### config.mk
export PLATFORM = sky130hd
export DESIGN_NAME = rv_lat_scoreboard_flat
export DESIGN_NICKNAME = d
export VERILOG_FILES = /design/src/rtl/rv_lat_scoreboard_if.sv /design/src/rtl/rv_lat_scoreboard.sv /design/src/flat_wrapper.sv
export SDC_FILE = /design/constraint.sdc
export NUM_CORES = 1
export LEC_CHECK = 0
export CORE_MARGIN = 4
export CORE_UTILIZATION = 45
export CTS_CLUSTER_DIAMETER = 120
export DETAILED_ROUTE_END_ITERATION = 8
export GPL_TIMING_DRIVEN = 0
export PLACE_DENSITY = 0.76
export SLEW_MARGIN = 20
export SYNTH_ARGS = -nofsm -noshare
export SYNTH_HDL_FRONTEND = slang
export SYNTH_SLANG_ARGS = --single-unit
### constraint.sdc
create_clock -name clk -period 2.2 [get_ports clk]
set_input_delay 0.22 -clock clk [delete_from_list [all_inputs] [get_ports clk]]
set_output_delay 0.22 -clock clk [all_outputs]
set_load 0.005 [all_outputs]
### src/rtl/rv_lat_scoreboard_if.sv
// Decode-side and completion-side signals of the long-latency register scoreboard.
// The pipeline drives through "master"; the scoreboard receives through "slave".
interface rv_lat_scoreboard_if #(
    parameter int NUM_REGS  = 32,
    parameter int ADDR_W    = 5,
    parameter int NUM_UNITS = 2,
    parameter int UNIT_W    = 1
);
    logic                        id_valid;
    logic [ADDR_W-1:0]           id_rs1;
    logic [ADDR_W-1:0]           id_rs2;
    logic                        id_rs1_used;
    logic                        id_rs2_used;
    logic [ADDR_W-1:0]           id_rd;
    logic                        id_rd_wena;
    logic                        id_long;
    logic [UNIT_W-1:0]           id_unit;
    logic                        flush;
    logic [NUM_UNITS-1:0]        cpl_valid;
    logic                        id_stall;
    logic                        issue;
    logic [NUM_REGS-1:0]         pending;
    logic [NUM_UNITS-1:0]        unit_busy;
    logic [NUM_UNITS*ADDR_W-1:0] cpl_waddr;
    logic                        err;
    logic [1:0]                  err_code;

    modport master (
        output id_valid, id_rs1, id_rs2, id_rs1_used, id_rs2_used, id_rd, id_rd_wena,
               id_long, id_unit, flush, cpl_valid,
        input  id_stall, issue, pending, unit_busy, cpl_waddr, err, err_code
    );

    modport slave (
        input  id_valid, id_rs1, id_rs2, id_rs1_used, id_rs2_used, id_rd, id_rd_wena,
               id_long, id_unit, flush, cpl_valid,
        output id_stall, issue, pending, unit_busy, cpl_waddr, err, err_code
    );
endinterface

### src/rtl/rv_lat_scoreboard.sv
// Register scoreboard and stall generator for variable/long-latency execute units.
// Tracks outstanding long writes per register, stalls RAW/WAW/structural hazards, watchdogs each unit.
module rv_lat_scoreboard #(
    parameter int NUM_REGS  = 32,
    parameter int ADDR_W    = 5,
    parameter int NUM_UNITS = 2,
    parameter int UNIT_W    = 1,
    parameter int TIMEOUT   = 64
) (
    input logic               clk,
    input logic               rst,
    rv_lat_scoreboard_if.slave sb
);
    localparam int CNT_W = (TIMEOUT > 1) ? $clog2(TIMEOUT) : 1;

    typedef enum logic {IDLE = 1'b0, BUSY = 1'b1} state_t;

    logic [NUM_REGS-1:0]                pending_q;
    logic [NUM_REGS-1:0]                set_mask;
    logic [NUM_REGS-1:0]                clr_mask;
    logic [NUM_UNITS-1:0][NUM_REGS-1:0] clr_vecs;
    logic [NUM_UNITS-1:0]               busy_w;
    logic [NUM_UNITS-1:0]               tmo_w;
    logic [NUM_UNITS-1:0]               spur_w;
    logic                               rs1_hit, rs2_hit, waw_hit, struct_hit;
    logic                               stall_w, issue_w;
    logic                               err_q;
    logic [1:0]                         err_code_q;

    // Hazards look only at registered state; x0 is never pending so it cannot hit.
    assign rs1_hit    = sb.id_rs1_used & (sb.id_rs1 != '0) & pending_q[sb.id_rs1];
    assign rs2_hit    = sb.id_rs2_used & (sb.id_rs2 != '0) & pending_q[sb.id_rs2];
    assign waw_hit    = sb.id_rd_wena  & (sb.id_rd  != '0) & pending_q[sb.id_rd];
    assign struct_hit = sb.id_long & busy_w[sb.id_unit];
    assign stall_w    = sb.id_valid & (rs1_hit | rs2_hit | waw_hit | struct_hit);
    assign issue_w    = sb.id_valid & ~stall_w & ~sb.flush;

    assign set_mask = (issue_w & sb.id_long & sb.id_rd_wena & (sb.id_rd != '0))
                    ? (NUM_REGS'(1) << sb.id_rd) : '0;

    for (genvar u = 0; u < NUM_UNITS; u++) begin : g_unit
        state_t            state_q, state_d;
        logic [ADDR_W-1:0] rd_q;
        logic              wena_q;
        logic [CNT_W-1:0]  cnt_q;
        logic [ADDR_W-1:0] waddr_q;
        logic              issue_u, cpl_hit, tmo_hit;

        assign issue_u = issue_w & sb.id_long & (sb.id_unit == UNIT_W'(u));
        assign cpl_hit = sb.cpl_valid[u] & (state_q == BUSY);

        if (TIMEOUT > 0) begin : g_wd
            // A completion landing on the last allowed cycle beats the watchdog.
            assign tmo_hit = (state_q == BUSY) & ~sb.cpl_valid[u] & (cnt_q == CNT_W'(TIMEOUT - 1));
        end else begin : g_nowd
            assign tmo_hit = 1'b0;
        end

        always_comb begin
            state_d = state_q;
            case (state_q)
                IDLE:    if (issue_u) state_d = BUSY;
                BUSY:    if (cpl_hit | tmo_hit) state_d = IDLE;
                default: state_d = IDLE;
            endcase
        end

        always_ff @(posedge clk or negedge rst) begin
            if (!rst) begin
                state_q <= IDLE;
                rd_q    <= '0;
                wena_q  <= 1'b0;
                cnt_q   <= '0;
                waddr_q <= '0;
            end else begin
                state_q <= state_d;
                if (issue_u) begin
                    rd_q   <= sb.id_rd;
                    wena_q <= sb.id_rd_wena;
                    cnt_q  <= '0;
                end else if (state_q == BUSY) begin
                    cnt_q <= cnt_q + 1'b1;
                end
                if (cpl_hit) waddr_q <= rd_q;
            end
        end

        assign busy_w[u]   = (state_q == BUSY);
        assign tmo_w[u]    = tmo_hit;
        assign spur_w[u]   = sb.cpl_valid[u] & (state_q == IDLE);
        assign clr_vecs[u] = ((cpl_hit | tmo_hit) & wena_q & (rd_q != '0))
                           ? (NUM_REGS'(1) << rd_q) : '0;
        assign sb.cpl_waddr[u*ADDR_W +: ADDR_W] = waddr_q;
    end

    always_comb begin
        clr_mask = '0;
        for (int u = 0; u < NUM_UNITS; u++) clr_mask = clr_mask | clr_vecs[u];
    end

    // A new issue setting a bit outranks a completion clearing it.
    always_ff @(posedge clk or negedge rst) begin
        if (!rst) pending_q <= '0;
        else      pending_q <= (pending_q & ~clr_mask) | set_mask;
    end

    always_ff @(posedge clk or negedge rst) begin
        if (!rst) begin
            err_q      <= 1'b0;
            err_code_q <= 2'b00;
        end else if (!err_q) begin
            if (|tmo_w) begin
                err_q      <= 1'b1;
                err_code_q <= 2'b01;
            end else if (|spur_w) begin
                err_q      <= 1'b1;
                err_code_q <= 2'b10;
            end
        end
    end

    assign sb.id_stall  = stall_w;
    assign sb.issue     = issue_w;
    assign sb.pending   = pending_q;
    assign sb.unit_busy = busy_w;
    assign sb.err       = err_q;
    assign sb.err_code  = err_code_q;
endmodule

### src/flat_wrapper.sv
// flat-port wrapper written by rule: the top's interface ports become plain ports
module rv_lat_scoreboard_flat 
#(
    parameter int NUM_REGS  = 32,
    parameter int ADDR_W    = 5,
    parameter int NUM_UNITS = 2,
    parameter int UNIT_W    = 1,
    parameter int TIMEOUT   = 64
)
  (clk, rst, sb_id_valid, sb_id_rs1, sb_id_rs2, sb_id_rs1_used, sb_id_rs2_used, sb_id_rd, sb_id_rd_wena, sb_id_long, sb_id_unit, sb_flush, sb_cpl_valid, sb_id_stall, sb_issue, sb_pending, sb_unit_busy, sb_cpl_waddr, sb_err, sb_err_code);
  rv_lat_scoreboard_if #(.NUM_REGS(NUM_REGS), .ADDR_W(ADDR_W), .NUM_UNITS(NUM_UNITS), .UNIT_W(UNIT_W)) sb_i ();
  input logic clk;
  input logic rst;
  input wire logic [$bits(sb_i.id_valid)-1:0] sb_id_valid;
  input wire logic [$bits(sb_i.id_rs1)-1:0] sb_id_rs1;
  input wire logic [$bits(sb_i.id_rs2)-1:0] sb_id_rs2;
  input wire logic [$bits(sb_i.id_rs1_used)-1:0] sb_id_rs1_used;
  input wire logic [$bits(sb_i.id_rs2_used)-1:0] sb_id_rs2_used;
  input wire logic [$bits(sb_i.id_rd)-1:0] sb_id_rd;
  input wire logic [$bits(sb_i.id_rd_wena)-1:0] sb_id_rd_wena;
  input wire logic [$bits(sb_i.id_long)-1:0] sb_id_long;
  input wire logic [$bits(sb_i.id_unit)-1:0] sb_id_unit;
  input wire logic [$bits(sb_i.flush)-1:0] sb_flush;
  input wire logic [$bits(sb_i.cpl_valid)-1:0] sb_cpl_valid;
  output wire logic [$bits(sb_i.id_stall)-1:0] sb_id_stall;
  output wire logic [$bits(sb_i.issue)-1:0] sb_issue;
  output wire logic [$bits(sb_i.pending)-1:0] sb_pending;
  output wire logic [$bits(sb_i.unit_busy)-1:0] sb_unit_busy;
  output wire logic [$bits(sb_i.cpl_waddr)-1:0] sb_cpl_waddr;
  output wire logic [$bits(sb_i.err)-1:0] sb_err;
  output wire logic [$bits(sb_i.err_code)-1:0] sb_err_code;
  assign sb_i.id_valid = sb_id_valid;
  assign sb_i.id_rs1 = sb_id_rs1;
  assign sb_i.id_rs2 = sb_id_rs2;
  assign sb_i.id_rs1_used = sb_id_rs1_used;
  assign sb_i.id_rs2_used = sb_id_rs2_used;
  assign sb_i.id_rd = sb_id_rd;
  assign sb_i.id_rd_wena = sb_id_rd_wena;
  assign sb_i.id_long = sb_id_long;
  assign sb_i.id_unit = sb_id_unit;
  assign sb_i.flush = sb_flush;
  assign sb_i.cpl_valid = sb_cpl_valid;
  assign sb_id_stall = sb_i.id_stall;
  assign sb_issue = sb_i.issue;
  assign sb_pending = sb_i.pending;
  assign sb_unit_busy = sb_i.unit_busy;
  assign sb_cpl_waddr = sb_i.cpl_waddr;
  assign sb_err = sb_i.err;
  assign sb_err_code = sb_i.err_code;
  rv_lat_scoreboard #(.NUM_REGS(NUM_REGS), .ADDR_W(ADDR_W), .NUM_UNITS(NUM_UNITS), .UNIT_W(UNIT_W), .TIMEOUT(TIMEOUT)) u_core (.clk(clk), .rst(rst), .sb(sb_i));
endmodule
# Word-level counts from Yosys, hierarchy flattened
# Index checks and enable logic that the tools add are counted.
[word_totals]
ff_bits = 71
latch_bits = 0
ramBits = 0
rom_bits = 0
word_cells = 105
memories = 0
[op_classes]
add_sub_neg = 2
multipliers = 0
div = 0
n_lt_le_gt_ge = 4
eq_ne = 2
shift = 3
n_mux = 26
bitwise = 44
n_reduce_logical = 11
[ops]
columns = ["cell", "n"]
rows = [
  ["32-bit 2-to-1 mux", 3],
  ["1-bit by 5-bit left shift with 32-bit output (first input constant)", 3],
  ["32-bit OR", 2],
  ["32-bit AND", 1],
  ["32-bit NOT", 1],
  ["1-bit AND", 27],
  ["5-bit nonzero test", 5],
  ["6-bit 2-to-1 mux", 4],
  ["5-bit by 6-bit < comparator with 1-bit output (second input constant)", 3],
  ["1-bit binary-select mux with 5-bit select", 3],
  ["6-bit by 1-bit adder with 6-bit output (second input constant)", 2],
  ["6-bit == test (second input constant)", 2],
  ["1-bit 2-to-1 mux", 12],
  ["1-bit NOT", 8],
  ["2-bit nonzero test", 3],
  ["1-bit OR", 5],
  ["2-bit 2-to-1 mux", 2],
  ["1-bit one-hot mux with 2 select lines", 2],
  ["2-bit OR reduction", 2],
  ["1-bit by 2-bit < comparator with 1-bit output (second input constant)", 1],
  ["2-bit AND reduction", 1],
]

# Longest topological paths before layout
# Gate-level depths: netlist of run 1.
[logic_depth]
word_depth = 15
mapped_depth = 8
mapped_depth_nobuf = 7

# Least setup slack after synthesis of run 1
# No wires, ideal clock.
[synth_timing]
path_type = "in2out"
start = "in sb_id_rs2[0]"
end = "out sb_issue"
t_arrival_ns = 2.027
required_time_ns = 1.980
slack_ns = -0.047
stages = 8
path_buffers = 2
path_cell_list = "buf_4 mux4_2 a221o_1 a21oi_1 a211o_1 nand3_2 buf_2 nor3b_1"
[synth_via]
elab_chain_cells = 10
word_cells_on_any_way = 12
classes_between = "2 x mux; 9 x bitwise; 1 x reduce/logical"
[synth_rtl]
columns = ["item", "line", "source"]
rows = [
  ["from (decl)", "flat_wrapper.sv:16", "input wire logic [$bits(sb_i.id_rs2)-1:0] sb_id_rs2;"],
  ["1-bit binary-select mux with 5-bit select or 5-bit nonzero test (tied branches)", "rv_lat_scoreboard.sv:32", "assign rs2_hit = sb.id_rs2_used & (sb.id_rs2 != '0) & pending_q[sb.id_rs2];"],
  ["1-bit 2-to-1 mux (not written as such) or 1-bit AND (tied branches)", "rv_lat_scoreboard.sv:32", ""],
  ["1-bit AND (*)", "rv_lat_scoreboard.sv:32", ""],
  ["1-bit OR (*) (3 in series)", "rv_lat_scoreboard.sv:35", "assign stall_w = sb.id_valid & (rs1_hit | rs2_hit | waw_hit | struct_hit);"],
  ["1-bit AND (*)", "rv_lat_scoreboard.sv:35", ""],
  ["1-bit NOT (*)", "rv_lat_scoreboard.sv:36", "assign issue_w = sb.id_valid & ~stall_w & ~sb.flush;"],
  ["1-bit AND (*) (2 in series)", "rv_lat_scoreboard.sv:36", ""],
  ["to (decl)", "flat_wrapper.sv:26", "output wire logic [$bits(sb_i.issue)-1:0] sb_issue;"],
]
# Mark *: on every way between the ends. The rest lies on a longest branch, timed or not. The select of a mux whose other input is x is not followed.

# Worst setup path after layout of run 1
[layout_timing]
start = "reg u_core.pending_q[3] (netlist: u_core.sb.pending[3])"
end = "out sb_issue"
[layout_via]
elab_chain_cells = 10
word_cells_on_any_way = 16
classes_between = "6 x mux; 10 x bitwise"
[layout_rtl]
columns = ["item", "line", "source"]
rows = [
  ["from (decl)", "rv_lat_scoreboard.sv:18", "logic [NUM_REGS-1:0] pending_q;"],
  ["from (signal assigned)", "rv_lat_scoreboard.sv:104", "else pending_q <= (pending_q & ~clr_mask) | set_mask;"],
  ["1-bit binary-select mux with 5-bit select, on equally long branches", "rv_lat_scoreboard.sv:31, rv_lat_scoreboard.sv:32", ""],
  ["1-bit 2-to-1 mux, on equally long branches", "rv_lat_scoreboard.sv:31, rv_lat_scoreboard.sv:32", ""],
  ["1-bit AND, on equally long branches", "rv_lat_scoreboard.sv:31, rv_lat_scoreboard.sv:32", ""],
  ["1-bit OR", "rv_lat_scoreboard.sv:35", ""],
  ["1-bit OR (*) (2 in series)", "rv_lat_scoreboard.sv:35", ""],
  ["1-bit AND (*)", "rv_lat_scoreboard.sv:35", ""],
  ["1-bit NOT (*)", "rv_lat_scoreboard.sv:36", ""],
  ["1-bit AND (*) (2 in series)", "rv_lat_scoreboard.sv:36", ""],
]
# Marks and branches as above.

==> results of run 1 <==
==> logic make-up (layout without fill, tap and decap cells) <==
kind of cell	Yosys count	in the layout	synth area share [%]
flip-flops	71	71	40.43
buffers and inverters	35	170	3.873
AND/OR/NAND/NOR	118	118	15.63
adder cells (fa/ha/maj)	2	2	0.5694
AO/OA/AOI/OAI	87	87	17.23
XOR/XNOR	10	10	1.993
multiplexers	56	56	20.27
==> how the worst max path moves through the flow <==
stage,from,end
after CTS,u_core.sb.pending[3],sb_issue
final,u_core.sb.pending[3],sb_issue
after global routing,u_core.sb.pending[3],sb_issue
after floorplan,u_core.sb.pending[29],u_core.g_unit[0].rd_q[2]
after global placement,sb_id_rd[3],sb_issue
after detailed placement,sb_id_rd[3],sb_issue
==> registers in the layout, indices dropped and copies added, names as in the netlist <==
register	cells
u_core.sb.err_code	2
u_core.g_unit.cnt_q	12
u_core.sb.pending	32
u_core.g_unit.state_q	2
u_core.g_unit.rd_q	10
u_core.sb.err	1
u_core.g_unit.wena_q	2
u_core.g_unit.waddr_q	10
==> cell usage after synthesis, drive strengths merged, types with 2 or more instances <==
master | instances | area [µm²]
and3b | 2 | 17.52
nand3 | 7 | 40.04
inv | 7 | 26.28
o311ai | 2 | 35.04
mux2i | 8 | 80.08
nor4 | 3 | 18.77
clkbuf | 13 | 48.80
o22a | 3 | 26.28
nor2b | 2 | 12.51
or2 | 10 | 62.56
and2 | 15 | 93.84
xnor2 | 6 | 52.55
nor2 | 10 | 37.54
mux4 | 22 | 495.5
nand2b | 9 | 56.30
buf | 15 | 95.09
o221ai | 32 | 280.3
or3 | 3 | 18.77
nand2 | 26 | 97.59
nand3b | 5 | 37.54
or3b | 5 | 43.79
o41ai | 7 | 102.6
o211ai | 2 | 15.01
a21oi | 2 | 10.01
o31ai | 23 | 172.7
dfrtp | 71 | 1777
mux2 | 26 | 315.3
nand4 | 9 | 75.08
nor3 | 4 | 20.02
xor2 | 4 | 35.03
o21ai | 7 | 35.03
and3 | 5 | 31.28
ha | 2 | 25.02
==> cell type report <==
type,count,area [µm²]
plain buffers,26,196.4
clock buffers,10,127.6
clock inverters,6,116.4
fillers,719,2992
inverters,7,26.28
multi-input cells,273,2808
flip-flops and latches,71,1808
well taps,129,161.4
repair buffers,121,1136
==> power groups by stage <==
stage          registers, W  logic [W]  clock network, W
2_1_floorplan       0.00175   0.000641                 0
3_3_place_gp        0.00181    0.00114                 0
3_5_place_dp        0.00183    0.00116                 0
4_1_cts             0.00179    0.00132           0.00131
5_1_grt             0.00184    0.00151           0.00136
6_report            0.00180    0.00141           0.00130
==> worst max-delay path: stages (launching register included) <==
cell	delay [ps]
dfrtp_2	460
mux4_2	500
a221o_1	350
a21oi_2	130
a211o_4	140
nand3_4	120
buf_8	160
buf_6	120
nor3b_2	130
buf_2	130
==> layer usage <==
layer  up-vias  wire, µm
met4         0       529
met1      2059      6364
li1       1761         -
met2       242      7461
met5         -         0
met3        69      1721
==> through the flow <==
step / total power (W) / hold WS, ps / utilization [%]
finish: 0.004513 / 353.6 / 68.08
global route: 0.004715 / 392.1 / 68.08
CTS: 0.004422 / 360.9 / 65.47
detailed placement: 0.002990 / 200.5 / 56.56
global placement: 0.002949 / 473.0 / 56.37
floorplan: 0.002390 / -75.59 / -
==> timing repair <==
action                     in CTS  in global routing
hold buffers                    1                  0
pin swaps                      12                 12
hold endpoints to repair       33                  0
resized for setup              85                 42
setup buffers                  42                  9
setup endpoints to repair      59                 59
==> results.py, run 1 <==
metrics = {
    "run_status": {
        "outcome": "finished, violations left",
        "violations": "setup timing",
    },
    "critical_path": {
        "rr_endpoint": "u_core.sb.pending[15]",
        "worstPathRequired_ps": 1980,
        "criticalPathCategory": "reg2out",
        "r2r_setup_slack_ps": -400,
        "start_kind": "flop",
        "end_kind": "primary output",
        "r2r-start": "u_core.sb.pending[3]",
        "worst_r2r_path_depth": 9,
        "cp.arrival_ps": 2580,
        "crit_fanout": 2,
    },
    "final_layout": {
        "finalNonFillerCells": 643,
        "final_cell_mix": "clkdlybuf4s50_1 (63), dfrtp_1 (46), buf_4 (44)",
        "postLayoutCellArea_um2": 6380,
        "syn2layout_area_growth_pct": 45.19,
        "post_route_cells_drive_above_1_share_pct": 41.83,
        "final_common_cell": "clkdlybuf4s50_1",
        "antenna_cells": 0,
        "finalNetCount": 537,
    },
    "power": {
        "powerDensity_nw_per_um2": 707.3,
        "clock_power_share_pct": 28.9,
        "pwr-share-comb_pct": 31.3,
        "p_leak_nw": 2.541,
        "ir_worst_vdd_mv": 0.4349,
        "switching_share_pct": 31.86,
        "seqPwrFrac_pct": 39.8,
        "power.internal_w": 0.003075,
        "switching_power_w": 0.001438,
    },
    "sta": {
        "slew_viol_final": 0,
        "fin_ws_ps": -599.2,
        "finalSetupTns_ps": -15660,
        "rsz0062_at_grt": "yes",
        "skew_ps": 11.90,
        "slew_headroom_pct": 42.91,
        "period_share_pct": 127.2,
        "tightest_slew_ps": 856.4,
        "setup_viol": 59,
        "fin_crit_ps": 2799,
        "final_hold_viol_count": 0,
        "max_freq_mhz": 357.2,
    },
    "synthesis": {
        "async_flop_share_pct": 100.0,
        "synth_nets": 407,
        "yosys.cell_types.count": 55,
        "seq_area_frac_synth_pct": 40.43,
        "yosysWarnings": 0,
        "syn_area_per_cell_um2": 11.59,
        "synth_flop_cell": "dfrtp_1",
        "synth_edf_count": 0,
        "syn_inst": 379,
        "ys_ff_latch": 71,
        "syn_area_um2": 4394,
    },
    "global_routing": {
        "met1_usage_pct": 37.42,
        "grt_overflow": 0,
        "antenna_found_initial": 0,
        "grt_use_met2_pct": 44.96,
        "grt_max_degree": 39,
        "grt_first_pass_wirelength_um": 24710,
        "grt.total_usage_pct": 28.77,
        "use_met3_pct": 10.42,
        "grt_pass1_vias": 4223,
        "grt.busiest_layer": "met2",
    },
    "routing": {
        "drc": 0,
        "first_pass_iters": 6,
        "drt-total-wl_um": 16080,
        "dr.first_iter.drc_count": 460,
        "via_per_inst": 6.425,
        "ant_nets": 0,
        "wl_per_cell_um": 25.00,
        "vias": 4131,
    },
    "placement": {
        "dp_slack_ps": -1626,
        "placedCellCount": 580,
        "numPortBuffers": 71,
        "gp_congestion": 0.9309,
        "placed_area_um2": 5300,
        "dp.final_hpwl_um": 10670,
    },
    "floorplanning": {
        "fp.dieW_um": 106.8,
        "core_um2": 9371,
        "die_h_um": 106.8,
        "rows": 35,
        "ios": 75,
        "start_util_pct": 46.89,
        "dieArea_um2": 11410,
    },
    "clock_network": {
        "cts.sinks": 71,
        "clk_pin_slew_ps": 90,
        "root_buffer": "clkbuf_8",
        "clockBufferDepth": 2,
        "cts_made_buffers": 9,
        "tritoncts": "done",
        "clock_latency_ps": 350,
        "htreeDepth": 3,
    },
    "min_path": {
        "worstHoldPathType": "in2async",
    },
    "flow_run": {
        "drv_cap": 0,
    },
}
(Power assumes the default switching activity.)
==> run 2: changes to the inputs <==
--- a/config.mk
+++ b/config.mk
@@ -5,12 +5,12 @@
 export SDC_FILE = /design/constraint.sdc
 export NUM_CORES = 1
 export LEC_CHECK = 0
-export CORE_MARGIN = 4
-export CORE_UTILIZATION = 45
+export CORE_MARGIN = 8
+export CORE_UTILIZATION = 49
 export CTS_CLUSTER_DIAMETER = 120
 export DETAILED_ROUTE_END_ITERATION = 8
 export GPL_TIMING_DRIVEN = 0
-export PLACE_DENSITY = 0.76
+export PLACE_DENSITY = 0.82
 export SLEW_MARGIN = 20
 export SYNTH_ARGS = -nofsm -noshare
 export SYNTH_HDL_FRONTEND = slang
==> results.py, run 2 (synthesis gave the netlist of run 1 again) <==
metrics = {
    "critical_path": {
        "worst_r2r_path_depth": 11,
        "criticalPathCategory": "in2out",
        "crit_fanout": 10,
        "crit_chain": "clkdlybuf4s50_1 > clkbuf_4 > mux4_2 > a222oi_1 > o21ai_1 > nand2_2 > nand3_4 > buf_8 > buf_4 > and2_1 > buf_2",
        "max_stage_delay_ps": 540,
        "r2r_setup_slack_ps": -670,
        "worstPathRequired_ps": 1980,
        "r2r-start": "u_core.sb.pending[19]",
        "cp_slowest_cell": "clkdlybuf4s50_1",
        "cp.arrival_ps": 2680,
        "rr_endpoint": "u_core.sb.pending[11]",
        "end_kind": "primary output",
        "start_kind": "primary input",
    },
    "floorplanning": {
        "rows": 34,
        "die_h_um": 110.7,
        "fp.dieW_um": 110.7,
        "dieArea_um2": 12250,
        "ios": 75,
        "core_um2": 8721,
        "start_util_pct": 50.39,
    },
    "clock_network": {
        "cts.sinks": 71,
        "clockBufferDepth": 2,
        "clk_pin_slew_ps": 90,
        "cts_made_buffers": 9,
        "clock_latency_ps": 360,
        "tritoncts": "done",
        "htreeDepth": 3,
        "root_buffer": "clkbuf_8",
    },
    "sta": {
        "final_hold_viol_count": 0,
        "tightest_slew_ps": 1042,
        "max_freq_mhz": 344.8,
        "fin_ws_ps": -700.0,
        "slew_headroom_pct": 30.52,
        "period_share_pct": 131.8,
        "finalSetupTns_ps": -25190,
        "skew_ps": 11.68,
        "setup_viol": 59,
        "slew_viol_final": 0,
        "fin_crit_ps": 2900,
        "rsz0062_at_grt": "yes",
    },
    "power": {
        "seqPwrFrac_pct": 42.4,
        "ir_worst_vdd_mv": 0.5457,
        "p_leak_nw": 2.570,
        "clock_power_share_pct": 24.1,
        "power.internal_w": 0.002774,
        "switching_share_pct": 35.09,
        "pwr-share-comb_pct": 33.5,
        "p_total_w": 0.004273,
        "powerDensity_nw_per_um2": 679.6,
        "switching_power_w": 0.001499,
    },
    "run_status": {
        "violations": "setup timing",
        "outcome": "finished, violations left",
    },
    "routing": {
        "wl_per_cell_um": 26.91,
        "first_pass_iters": 8,
        "drt-total-wl_um": 16390,
        "dr.first_iter.drc_count": 430,
        "vias": 4122,
        "drc": 0,
        "ant_nets": 0,
        "via_per_inst": 6.768,
    },
    "final_layout": {
        "syn2layout_area_growth_pct": 43.11,
        "final_cell_mix": "clkdlybuf4s50_1 (64), dfrtp_1 (55), o221ai_1 (31)",
        "post_route_cells_drive_above_1_share_pct": 37.92,
        "finalNetCount": 524,
        "antenna_cells": 0,
        "final_common_cell": "clkdlybuf4s50_1",
        "fill_cells": 628,
        "post-route-util_pct": 72.11,
        "largest_reg_flops": 32,
    },
    "global_routing": {
        "grt_use_met2_pct": 39.23,
        "grt_overflow": 0,
        "grt_pass1_vias": 4163,
        "antenna_found_initial": 0,
        "use_met3_pct": 9.361,
        "met1_usage_pct": 32.79,
        "grt.total_usage_pct": 25.79,
        "grt_first_pass_wirelength_um": 24900,
        "grt_max_degree": 42,
        "grt.busiest_layer": "met2",
    },
    "min_path": {
        "worstHoldPathType": "in2async",
    },
    "placement": {
        "dp.final_hpwl_um": 10900,
        "dp_slack_ps": -1487,
        "numPortBuffers": 71,
        "gp_congestion": 0.9944,
    },
    "flow_run": {
        "drv_cap": 0,
    },
}
run 2: cell types whose count changed in the layout (fill, tap and decap cells not counted), sizes merged:
cell	previous run	this run
buf	67	53
inv	9	10
clkinvlp	0	2
clkbuf	21	22
bufinv	3	0
dlygate4sd2	5	4
clkdlybuf4s50	63	64
run 2: stage by stage:
step	std cells	area [µm²]	hold slack [ps]
floorplan	379	4410	-75.59
CTS	602	6057	365.7
finish	609	6289	359.1
global placement	558	5256	474.0
global route	609	6289	398.3
detailed placement	559	5274	183.8
run 2: worst max-delay path: cells and delay by family:
| kind | cells | cell delay (ps) |
|---|---|---|
| buffers and inverters | 5 | 1200 |
| muxes | 1 | 330 |
| and+or+nand+nor | 3 | 360 |
| AOI/OAI and AO/OA | 2 | 560 |
run 2: metal layers:
layer	up-vias	share of wire (%)
li1	1742	-
met1	2091	40
met2	250	47
met3	39	10
met5	-	0
met4	0	2.2
run 2: power groups by stage:
stage	combinational, W	clock (W)	sequential [W]
after floorplan	0.000641	0	0.00175
after global placement	0.00115	0	0.00181
after detailed placement	0.00118	0	0.00182
after CTS	0.00134	0.00103	0.00180
after global routing	0.00151	0.00109	0.00184
final	0.00143	0.00103	0.00181
run 2: area by class of cell:
cell class | count | area [µm²] | area share (%)
clock buffer | 10 | 137.6 | 2.189
inverter | 7 | 26.28 | 0.4178
tap | 108 | 135.1 | 2.149
buffer | 26 | 192.7 | 3.064
sequential | 71 | 1797 | 28.57
clock inverter | 6 | 52.55 | 0.8357
multi-input combinational | 273 | 2860 | 45.48
timing repair buffer | 108 | 1087 | 17.29
run 2: how the worst max path moves through the flow:
stage | cells past startpoint | start | end
2_1_floorplan | 7 | u_core.sb.pending[29] | u_core.g_unit[0].rd_q[2]
6_report | 11 | sb_id_rd[1] | sb_id_stall
3_3_place_gp | 10 | sb_id_rd[3] | sb_issue
5_1_grt | 9 | u_core.sb.pending[3] | sb_issue
3_5_place_dp | 10 | sb_id_rd[3] | sb_issue
4_1_cts | 9 | u_core.sb.pending[3] | sb_issue
run 2: repair_timing:
action,in CTS,in global routing
pin swaps,20,9
buffers inserted,26,9
hold buffers,1,0
gates cloned,2,1
endpoints found under the setup margin,59,59
resized for setup,90,36
endpoints found under the hold margin,30,0
